[src/rtl/vscale_htif_host.sv]
// HTIF host bridge: takes one host command at a time, issues it on the core's PCR request
// channel, waits for the PCR response (or a timeout abort) and hands the result back.

`ifndef CSR_ADDR_WIDTH
`define CSR_ADDR_WIDTH 12
`endif
`ifndef HTIF_PCR_WIDTH
`define HTIF_PCR_WIDTH 64
`endif

module vscale_htif_host #(
    parameter int unsigned TIMEOUT_CYCLES = 1024
) (
    input  logic                       clk,
    input  logic                       reset,
    input  logic                       cmd_valid,
    output logic                       cmd_ready,
    input  logic                       cmd_rw,
    input  logic [`CSR_ADDR_WIDTH-1:0] cmd_addr,
    input  logic [`HTIF_PCR_WIDTH-1:0] cmd_wdata,
    output logic                       rsp_valid,
    input  logic                       rsp_ready,
    output logic [`HTIF_PCR_WIDTH-1:0] rsp_data,
    output logic                       rsp_timeout,
    output logic                       htif_pcr_req_valid,
    input  logic                       htif_pcr_req_ready,
    output logic                       htif_pcr_req_rw,
    output logic [`CSR_ADDR_WIDTH-1:0] htif_pcr_req_addr,
    output logic [`HTIF_PCR_WIDTH-1:0] htif_pcr_req_data,
    input  logic                       htif_pcr_resp_valid,
    output logic                       htif_pcr_resp_ready,
    input  logic [`HTIF_PCR_WIDTH-1:0] htif_pcr_resp_data,
    output logic                       busy
);
    localparam bit          TIMEOUT_EN   = (TIMEOUT_CYCLES != 0);
    localparam logic [15:0] TIMEOUT_LAST = 16'(TIMEOUT_CYCLES - 1);

    typedef enum logic [1:0] {IDLE, REQ, WAIT, RSP} state_t;

    state_t                       r_state;
    state_t                       w_next_state;
    logic                         r_rw;
    logic [`CSR_ADDR_WIDTH-1:0]   r_addr;
    logic [`HTIF_PCR_WIDTH-1:0]   r_wdata;
    logic [15:0]                  r_count;
    logic [`HTIF_PCR_WIDTH-1:0]   r_rsp_data;
    logic                         r_rsp_timeout;
    logic                         w_accept;
    logic                         w_resp_take;
    logic                         w_abort;
    logic                         w_expire;

    // Expiry only matters when no handshake happens that cycle; the handshake branches win.
    assign w_expire = TIMEOUT_EN && (r_count == TIMEOUT_LAST);

    always_comb begin
        // NOTE: every signal driven here gets a default first, so no path can infer a latch.
        w_next_state        = r_state;
        w_accept            = 1'b0;
        w_resp_take         = 1'b0;
        w_abort             = 1'b0;
        cmd_ready           = 1'b0;
        htif_pcr_req_valid  = 1'b0;
        htif_pcr_resp_ready = 1'b1;
        rsp_valid           = 1'b0;
        case (r_state)
            IDLE: begin
                cmd_ready = 1'b1;
                if (cmd_valid) begin
                    w_accept     = 1'b1;
                    w_next_state = REQ;
                end
            end
            REQ: begin
                htif_pcr_req_valid  = 1'b1;
                htif_pcr_resp_ready = 1'b0;
                if (htif_pcr_req_ready) begin
                    w_next_state = WAIT;
                end else if (w_expire) begin
                    w_abort      = 1'b1;
                    w_next_state = RSP;
                end
            end
            WAIT: begin
                if (htif_pcr_resp_valid) begin
                    w_resp_take  = 1'b1;
                    w_next_state = RSP;
                end else if (w_expire) begin
                    w_abort      = 1'b1;
                    w_next_state = RSP;
                end
            end
            RSP: begin
                rsp_valid = 1'b1;
                if (rsp_ready) w_next_state = IDLE;
            end
            default: w_next_state = IDLE;
        endcase
    end

    // NOTE: sequential state uses non-blocking assignments so every register sees pre-edge values.
    always_ff @(posedge clk) begin
        if (reset) r_state <= IDLE;
        else       r_state <= w_next_state;
    end

    always_ff @(posedge clk) begin
        if (reset) begin
            r_rw          <= 1'b0;
            r_addr        <= '0;
            r_wdata       <= '0;
            r_count       <= '0;
            r_rsp_data    <= '0;
            r_rsp_timeout <= 1'b0;
        end else begin
            if (w_accept) begin
                r_rw    <= cmd_rw;
                r_addr  <= cmd_addr;
                r_wdata <= cmd_wdata;
                r_count <= '0;
            end else if ((r_state == REQ || r_state == WAIT) && (r_count != 16'hFFFF)) begin
                r_count <= r_count + 16'd1;
            end
            if (w_resp_take) begin
                r_rsp_data    <= htif_pcr_resp_data;
                r_rsp_timeout <= 1'b0;
            end else if (w_abort) begin
                r_rsp_data    <= '0;
                r_rsp_timeout <= 1'b1;
            end
        end
    end

    assign htif_pcr_req_rw   = r_rw;
    assign htif_pcr_req_addr = r_addr;
    assign htif_pcr_req_data = r_wdata;
    assign rsp_data          = r_rsp_data;
    assign rsp_timeout       = r_rsp_timeout;
    assign busy              = (r_state != IDLE);

endmodule

[config.mk]
export PLATFORM = sky130hd
export DESIGN_NAME = vscale_htif_host
export DESIGN_NICKNAME = d
export VERILOG_FILES = /design/src/rtl/vscale_htif_host.sv
export SDC_FILE = /design/constraint.sdc
export NUM_CORES = 1
export LEC_CHECK = 0
export BUFFER_PORTS_ARGS = -buffer_cell sky130_fd_sc_hd__buf_2
export CAP_MARGIN = 30
export CELL_PAD_IN_SITES_DETAIL_PLACEMENT = 1
export CELL_PAD_IN_SITES_GLOBAL_PLACEMENT = 1
export CORE_ASPECT_RATIO = 1.5
export CORE_MARGIN = 8
export CORE_UTILIZATION = 25
export DETAILED_ROUTE_END_ITERATION = 12
export GPL_ROUTABILITY_DRIVEN = 1
export PLACE_DENSITY_LB_ADDON = 0.1
export SLEW_MARGIN = 20
export SYNTH_ARGS = -nofsm -noshare
export SYNTH_HDL_FRONTEND = slang
export SYNTH_SLANG_ARGS = --single-unit
[constraint.sdc]
create_clock -name clk -period 1.7 [get_ports clk]
set_input_delay 0.34 -clock clk [delete_from_list [all_inputs] [get_ports clk]]
set_output_delay 0.34 -clock clk [all_outputs]
set_load 0.05 [all_outputs]
# ---- After elaboration in Yosys (flattened, before gate mapping)
# Index checks and enable logic that the tools add are counted.
dict set report totals {
  regBits 160
  inputBits 147
  output_inout_bits 147
  wordCells 43
}
dict set report op_classes {
  add_sub_neg 1
  n_eq_ne 7
  muxes 20
  n_reduce_logical 8
}
# cell count
set ops {}
lappend ops {{64-bit two-way mux} 2}
lappend ops {{16-bit by 1-bit adder with 16-bit output, second input constant} 1}
lappend ops {{16-bit by 10-bit == test with 1-bit output, second input constant} 1}
lappend ops {{16-bit inequality test, second input constant} 1}
lappend ops {{1-bit two-way mux} 11}
lappend ops {{2-bit two-way mux} 5}
lappend ops {{2-bit one-hot mux with 4 select lines} 1}
lappend ops {{2-bit == test, second input constant} 2}
lappend ops {{2-bit inequality test, second input constant} 2}
lappend ops {{2-bit nonzero test} 2}
lappend ops {{2-bit OR reduction} 2}
lappend ops {{2-bit by 1-bit == test with 1-bit output, second input constant} 1}
lappend ops {{2-bit logical NOT} 1}
lappend ops {{1-bit one-hot mux with 2 select lines} 1}
lappend ops {{2-bit AND reduction} 1}
lappend ops {{1-bit logical AND} 1}
lappend ops {{1-bit logical OR} 1}

# ---- Logic depth before layout (Yosys ltp)
# Gate-level depths: netlist of run 1.
dict set report logic_depth {
  depth_word 6
  ltp_mapped 8
  ltp_nobuf 6
}

# ---- Worst setup path before layout of run 1
# OpenSTA, ideal clock, no wires.
dict set report synth_timing {
  path_type {register -> register}
  startpoint {register r_state[0]}
  endpoint {register r_state[0]}
  setup_ns 0.081
  arrival_ns 2.043
  required_time_ns 1.619
  path_slack_ns -0.424
  path_stages_with_launch 7
  path_buffers 0
  period_less_slack_ns 2.124
  cell_sequence {dfxtp_1 inv_1 ha_1 inv_1 and2_1 a211o_1 a41oi_1}
}
dict set report synth_between {
  elab_chain_len 3
  elab_cells_between_ends 11
  cone_classes {eq/ne (5); mux (4); reduce/logical (2)}
}
# item line_no
set synth_lines {}
lappend synth_lines {{start: declaration} 40} ;# state_t r_state;
lappend synth_lines {{start signal: assignment} 104} ;# else r_state <= w_next_state;
lappend synth_lines {{2-bit two-way mux, or another cell as far along (2 in a row)} -}
lappend synth_lines {{2-bit one-hot mux with 4 select lines / 2-bit AND reduction (equally long branches)} -}
# Several ways; a longest one is shown, not always the timed one.
# A chain may end at the register's enable or synchronous reset.

# ---- Final worst setup path of run 1
dict set report layout_timing {
  startpoint {register r_count[11]}
  endpoint {register r_rsp_data[21], in the netlist rsp_data[21]}
}
dict set report layout_between {
  elab_chain_len 5
  elab_cells_between_ends 6
  cone_classes {eq/ne (1); mux (4); reduce/logical (1)}
}
# item line_no
set layout_lines {}
lappend layout_lines {{start: declaration} 45} ;# logic [15:0] r_count;
lappend layout_lines {{start signal: assignment} 122} ;# r_count <= r_count + 16'd1;
lappend layout_lines {{16-bit by 10-bit == test with 1-bit output (*)} 54} ;# assign w_expire = TIMEOUT_EN && (r_count == TIMEOUT_LAST);
lappend layout_lines {{1-bit two-way mux (*)} {79, 88}}
lappend layout_lines {{1-bit two-way mux (on tied branches)} {85, 77}}
lappend layout_lines {{1-bit one-hot mux with 2 select lines (*)} 66} ;# case (r_state)
lappend layout_lines {{2-bit nonzero test (no line) (*)} -}
lappend layout_lines {{end signal: assignment} 125} ;# r_rsp_data <= htif_pcr_resp_data;
lappend layout_lines {{end: declaration} 46} ;# logic [`HTIF_PCR_WIDTH-1:0] r_rsp_data;
# Mark *: on every way between the ends. The rest lies on a longest branch, timed or not.

==> impl_metrics.yaml, run 1 <==
worst_setup_path:
  critical_path.reg2reg.startpoint: "r_count[11]$_SDFFE_PP0P_"
  reg2reg_depth: 6
  timing.critical_path.fanout_max: 10
  worst_ep_arrival_time_ps: 2050
  critical_path.startpoint_type: "flop"
  critical_path_class: "reg -> reg"
  reg2reg_to: "rsp_data[21]$_SDFFE_PP0P_"
  worst_setup_path_end_kind: "flop"
  worst_ep_required_time_ps: 2020
  setup.reg_to_reg.worst_slack_ps: -40
sta:
  setup_viol_count_final: 38
  final.min_clock_period_ps: 1740
  post-route-worst-setup-slack_ps: -36.3
  finClkSkew_ps: 12.0
  layout_worst_path_cycle_share: 1.02
  unrepaired_setup_endpoints_after_global_routing: "true"
  max_slew.worst_pin.slew_ps: 439
  timing.setup.tns_ps: -699
  max_clock_freq_mhz: 576
  final_max_slew_viols: 0
  timing.final.hold_violations: 0
  timing.slew.headroom: 0.707
place:
  buffer_ports.inserted: 293
  gpl.final_weighted_congestion: 0.726
  cell_count_after_placement: 1449
  place.detailed.hpwl_mm: 18.7
min_path:
  min_from: "htif_pcr_resp_data[35]"
  min_to: "rsp_data[35]$_SDFFE_PP0P_"
  holdPathStages: 3
  hold_path.class: "in -> reg"
clock_network:
  worst_skew_pair.late_latency_ps: 430
  cts_num_sinks: 160
  tritoncts.num_buffers: 17
  tritoncts: "done"
  clk_pin_slew_worst_paths_ps: 70
  cts.htree.levels: 4
  max-clock-path-buffers: 2
  cts-root-buf: "sky130_fd_sc_hd__clkbuf_16"
finish:
  finish.cell_count_without_fillers: 1491
  multi_input_comb_area_sq_mm: 0.00327
  sequential_cell_area_sq_mm: 0.00321
  drive_above_1_share: 0.358
  nNetsFinal: 1296
  num-fill-cells: 3237
  insertedDiodeCount: 0
  area_delta_synth_final_pct: 46.5
global_routing:
  grt-ovfl-total: 0
  wire_length_of_the_first_global_routing_pass_mm: 39.8
  global_route.usage.total: 0.153
  first_global_vias: 7204
  grt_max_degree: 78
  grt_antenna_before_repair: 0
logic_synthesis:
  synth-seq-area-share: 0.481
  yosysWarnings: 0
  number_of_synthesized_flops_with_an_enable_pin: 0
  post-synth-top-count-cell: "sky130_fd_sc_hd__nand2_1"
  cell_types_with_the_largest_area_share_after_synthesis: "sky130_fd_sc_hd__dfxtp_1 48%, sky130_fd_sc_hd__nand2_1 17%, sky130_fd_sc_hd__a21o_1 7.4%"
  yosys.area.top_type_share: 0.481
  synth_seq_cells: 160
  synth.largest_area_cell: "sky130_fd_sc_hd__dfxtp_1"
  mappedNetlistNets: 988
  synth-async-reset-ratio: 0
  count_of_mapped_cells_out_of_synthesis: 835
  synthDistinctLibCells: 40
  netlist_top_cells_count: "301 x sky130_fd_sc_hd__nand2_1, 160 x sky130_fd_sc_hd__dfxtp_1, 91 x sky130_fd_sc_hd__a21oi_1, 66 x sky130_fd_sc_hd__a21o_1, 64 x sky130_fd_sc_hd__a22oi_1"
  synthesis.area_sq_mm: 0.00667
  synth.avg_cell_area_sq_um: 7.98
  synth_ff_type: "sky130_fd_sc_hd__dfxtp_1"
pwr:
  p_leak_nw: 4.68
  switching_share: 0.397
  power_per_cell_area_mw_per_mm2: 1350
  design_power_total_mw: 13.1
  worst_supply_voltage_drop_on_vdd_mv: 0.701
  share_comb_of_total_power: 0.351
  p_int_mw: 7.92
  clockPowerShare: 0.298
  sequentialPowerShare: 0.351
  switching_power_mw: 5.22
route:
  routed_wire_length_per_instance_um: 17.6
  avgViaCountPerCell: 4.71
  drt-total-wl_mm: 26.3
  firstDrtPassIters: 4
  num_vias: 7028
  detail_route.drc_violations: 0
  detail_route.iter0.violations: 238
  final_antenna_net_count: 0
floorplanning:
  initial_utilization: 0.253
  core_region_area_sq_mm: 0.0264
  placementRows: 73
  floorplan.die_area_sq_mm: 0.0322
  chipHeight_um: 216
  fp.dieW_um: 149
  boundaryPins: 294
job:
  max_cap_violations: 0
outcome:
  status: "finished with violations"
  failed_checks: "negative setup slack"
==> worst max-delay path, stage by stage, from the launching register on <==
cell and delay [ps]:
sky130_fd_sc_hd__dfxtp_2 320, sky130_fd_sc_hd__or4_4 540, sky130_fd_sc_hd__nor3_4 240, sky130_fd_sc_hd__buf_6 170, sky130_fd_sc_hd__buf_6 180, sky130_fd_sc_hd__a21o_1 130, sky130_fd_sc_hd__nand2_1 40
==> cells by family after synthesis <==
family                     after synthesis  share of synthesized area
AOI/OAI and AO/OA                      248                      0.247
adders and majority gates                6                     0.0113
buffers and inverters                   72                     0.0466
DFF                                    160                      0.481
muxes                                    2                    0.00300
and+or+nand+nor                        347                      0.212
==> power groups by stage <==
stage	logic (mW)	clock network, mW	registers (mW)
after floorplan	1.39	0	6.41
after global placement	4.55	0	4.69
after detailed placement	4.58	0	4.70
after CTS	4.66	4.08	4.62
after global routing	4.94	4.21	4.69
final	4.61	3.91	4.62
==> area by class of cell <==
class                      instances  area share
clock inverter                     9      0.0138
clock buffer                      21      0.0461
inverter                           7     0.00320
timing repair buffer             354       0.230
multi-input combinational        603       0.335
tap                              337      0.0432
sequential                       160       0.329
==> layout by cell type (no fill, tap or decap), drive strengths merged, types with 4 or more instances in the layout <==
master,count
and4,4
clkbuf,26
nor2,4
nand2,301
inv,8
nand3,7
a22oi,64
nand4,6
a2111o,4
ha,6
buf,349
a21oi,91
dfxtp,160
o21ai,6
nor3,6
a21o,66
==> registers in the layout (all words and copies together), names as in the netlist <==
signal,flops
rsp_data,64
htif_pcr_req_rw,1
rsp_timeout,1
r_count,16
r_state,2
htif_pcr_req_data,64
htif_pcr_req_addr,12
==> metal layers <==
metal | vias up | global-route usage | share of wire
met3 | 25 | 0.0454 | 0.064
met5 | - | 0 | 0
met4 | 0 | 0.0432 | 0.014
met1 | 3311 | 0.187 | 0.44
li1 | 3479 | - | -
met2 | 213 | 0.255 | 0.48
==> what timing repair did <==
item | in CTS | in global routing
pin swaps | 1 | 29
hold buffers | 0 | 0
cloned | 0 | 7
endpoints found under the setup margin | 49 | 101
setup buffers | 1 | 5
gates resized for setup | 15 | 26
==> per-stage QoR <==
stage               hold slack [ps]   util  setup WS [ps]  area (sq um)
global placement                439  0.336           2.11          8880
floorplan                       457      -          -26.6          6700
detailed placement              445  0.336         -0.163          8880
global route                    123  0.370           -104          9770
finish                          134  0.370          -36.3          9770
CTS                             108  0.361          -30.4          9520
==> worst max path at each step <==
stage | from | slack [ps] | end | cells past startpoint
6_report | r_count[11]$_SDFFE_PP0P_ | -40 | rsp_data[21]$_SDFFE_PP0P_ | 6
3_3_place_gp | r_count[12]$_SDFFE_PP0P_ | 2 | rsp_data[41]$_SDFFE_PP0P_ | 5
3_5_place_dp | r_count[11]$_SDFFE_PP0P_ | -0.2 | rsp_data[12]$_SDFFE_PP0P_ | 5
5_1_grt | r_count[11]$_SDFFE_PP0P_ | -100 | rsp_data[25]$_SDFFE_PP0P_ | 6
4_1_cts | r_state[0]$_SDFFE_PP0P_ | -30 | htif_pcr_resp_ready | 5
2_1_floorplan | r_state[0]$_SDFFE_PP0P_ | -30 | r_state[0]$_SDFFE_PP0P_ | 6
Power figures use the tool's default switching activity.
==> run 2, diff against run 1 <==
Settings changed: SKIP_CTS_REPAIR_TIMING set to 1.
==> run 2 against run 1 <==
The flow still finishes with violations (negative setup slack); sequential power about the same; design area rose by 0.38%; combinational power increased by 1%; utilization rose by 0.14 points; clock-buffer cell count unchanged; critical endpoint is now rsp_data[63]$_SDFFE_PP0P_.
==> impl_metrics.yaml, run 2 (same netlist as run 1, synthesis figures left out) <==
sta:
  post-route-worst-setup-slack_ps: -38.9
  timing.final.hold_violations: 0
  final.min_clock_period_ps: 1740
  finClkSkew_ps: 10.8
  layout_worst_path_cycle_share: 1.02
  final_max_slew_viols: 0
  max_slew.worst_pin.slew_ps: 440
  setup_viol_count_final: 35
  max_clock_freq_mhz: 575
  timing.slew.headroom: 0.705
  timing.setup.tns_ps: -671
  unrepaired_setup_endpoints_after_global_routing: "true"
floorplanning:
  chipHeight_um: 216
  boundaryPins: 294
  initial_utilization: 0.253
  floorplan.die_area_sq_mm: 0.0322
  fp.dieW_um: 149
  placementRows: 73
  core_region_area_sq_mm: 0.0264
place:
  place.detailed.hpwl_mm: 18.7
  cell_count_after_placement: 1449
  gpl.final_weighted_congestion: 0.726
  buffer_ports.inserted: 293
min_path:
  min_to: "rsp_data[35]$_SDFFE_PP0P_"
  min_from: "htif_pcr_resp_data[35]"
  holdPathStages: 3
  hold_path.class: "in -> reg"
global_routing:
  grt_antenna_before_repair: 0
  grt-ovfl-total: 0
  global_route.usage.total: 0.153
  wire_length_of_the_first_global_routing_pass_mm: 39.8
  grt_max_degree: 78
  first_global_vias: 7194
route:
  num_vias: 7050
  detail_route.iter0.violations: 223
  detail_route.drc_violations: 0
  avgViaCountPerCell: 4.73
  final_antenna_net_count: 0
  firstDrtPassIters: 4
  drt-total-wl_mm: 26.4
  routed_wire_length_per_instance_um: 17.7
worst_setup_path:
  critical_path.startpoint_type: "flop"
  worst_ep_required_time_ps: 2020
  worst_ep_arrival_time_ps: 2050
  reg2reg_to: "rsp_data[63]$_SDFFE_PP0P_"
  reg2reg_depth: 6
  critical_path.reg2reg.startpoint: "r_count[11]$_SDFFE_PP0P_"
  worst_setup_path_end_kind: "flop"
  critical_path_class: "reg -> reg"
  setup.reg_to_reg.worst_slack_ps: -40
  timing.critical_path.fanout_max: 10
finish:
  insertedDiodeCount: 0
  finish.cell_count_without_fillers: 1491
  leading_cell_type_in_the_layout_fill_and_taps_excluded: "sky130_fd_sc_hd__nand2_1"
  area_delta_synth_final_pct: 47.1
  final_cell_mix: "299 x sky130_fd_sc_hd__nand2_1, 288 x sky130_fd_sc_hd__buf_2, 155 x sky130_fd_sc_hd__dfxtp_1"
  num-fill-cells: 3228
  nNetsFinal: 1296
  drive_above_1_share: 0.358
pwr:
  worst_supply_voltage_drop_on_vdd_mv: 0.722
  power_per_cell_area_mw_per_mm2: 1350
  p_leak_nw: 4.71
clock_network:
  cts_num_sinks: 160
  clk_pin_slew_worst_paths_ps: 70
  tritoncts.num_buffers: 17
  max-clock-path-buffers: 2
  cts.htree.levels: 4
  cts-root-buf: "sky130_fd_sc_hd__clkbuf_16"
  worst_skew_pair.late_latency_ps: 430
  tritoncts: "done"
outcome:
  status: "finished with violations"
  failed_checks: "negative setup slack"
job:
  max_cap_violations: 0
-- run 2: cell count changes in the layout (fill, tap and decap cells not counted), sizes merged --
cell    change
clkbuf      +1
buf         -1
-- run 2: layout make-up --
cell class | instances | area [sq um] | share of cell area
Multi-Input combinational cell | 603 | 3290 | 0.335
Timing Repair Buffer | 354 | 2270 | 0.231
Clock inverter | 9 | 135 | 0.0138
Inverter | 7 | 31.3 | 0.00319
Sequential cell | 160 | 3210 | 0.328
Tap cell | 337 | 422 | 0.0430
Clock buffer | 21 | 450 | 0.0459
-- run 2: worst max-delay path: stages, from the launching register on --
cell,delay (ps)
sky130_fd_sc_hd__dfxtp_2,320
sky130_fd_sc_hd__or4_4,540
sky130_fd_sc_hd__nor3_4,240
sky130_fd_sc_hd__buf_6,170
sky130_fd_sc_hd__buf_6,180
sky130_fd_sc_hd__a21o_1,130
sky130_fd_sc_hd__nand2_1,40
-- run 2: report_power, final --
part	switching, mW	internal (mW)	total, mW
logic	3.33	1.33	4.67
registers	0.333	4.29	4.62
clock network	1.58	2.34	3.92
-- run 2: worst max-delay path by stage --
stage / cells past startpoint / end / slack [ps] / startpoint
floorplan: 6 / r_state[0]$_SDFFE_PP0P_ / -30 / r_state[0]$_SDFFE_PP0P_
global placement: 5 / rsp_data[41]$_SDFFE_PP0P_ / 2 / r_count[12]$_SDFFE_PP0P_
detailed placement: 5 / rsp_data[12]$_SDFFE_PP0P_ / -0.2 / r_count[11]$_SDFFE_PP0P_
CTS: 5 / htif_pcr_resp_ready / -270 / r_state[1]$_SDFFE_PP0P_
global route: 6 / rsp_data[33]$_SDFFE_PP0P_ / -110 / r_count[11]$_SDFFE_PP0P_
finish: 6 / rsp_data[63]$_SDFFE_PP0P_ / -40 / r_count[11]$_SDFFE_PP0P_
-- run 2: layer usage --
| metal | vias to the layer above | wire, um | global-route usage | part of all wire |
|---|---|---|---|---|
| li1 | 3479 | - | - | - |
| met1 | 3336 | 11600 | 0.187 | 0.44 |
| met2 | 215 | 12700 | 0.255 | 0.48 |
| met3 | 20 | 1690 | 0.0454 | 0.064 |
| met4 | 0 | 313 | 0.0432 | 0.012 |
| met5 | - | 0 | 0 | 0 |
-- run 2: per-stage QoR --
stage | cell area (sq um) | hold slack (ps) | setup slack, ps | total power, mW | utilization
after floorplan | 6700 | 457 | -26.6 | 7.80 | -
after global placement | 8880 | 439 | 2.11 | 9.24 | 0.336
after detailed placement | 8880 | 445 | -0.163 | 9.28 | 0.336
after CTS | 9460 | 108 | -269 | 13.3 | 0.358
after global routing | 9800 | 123 | -113 | 13.9 | 0.371
final | 9800 | 134 | -38.9 | 13.2 | 0.371
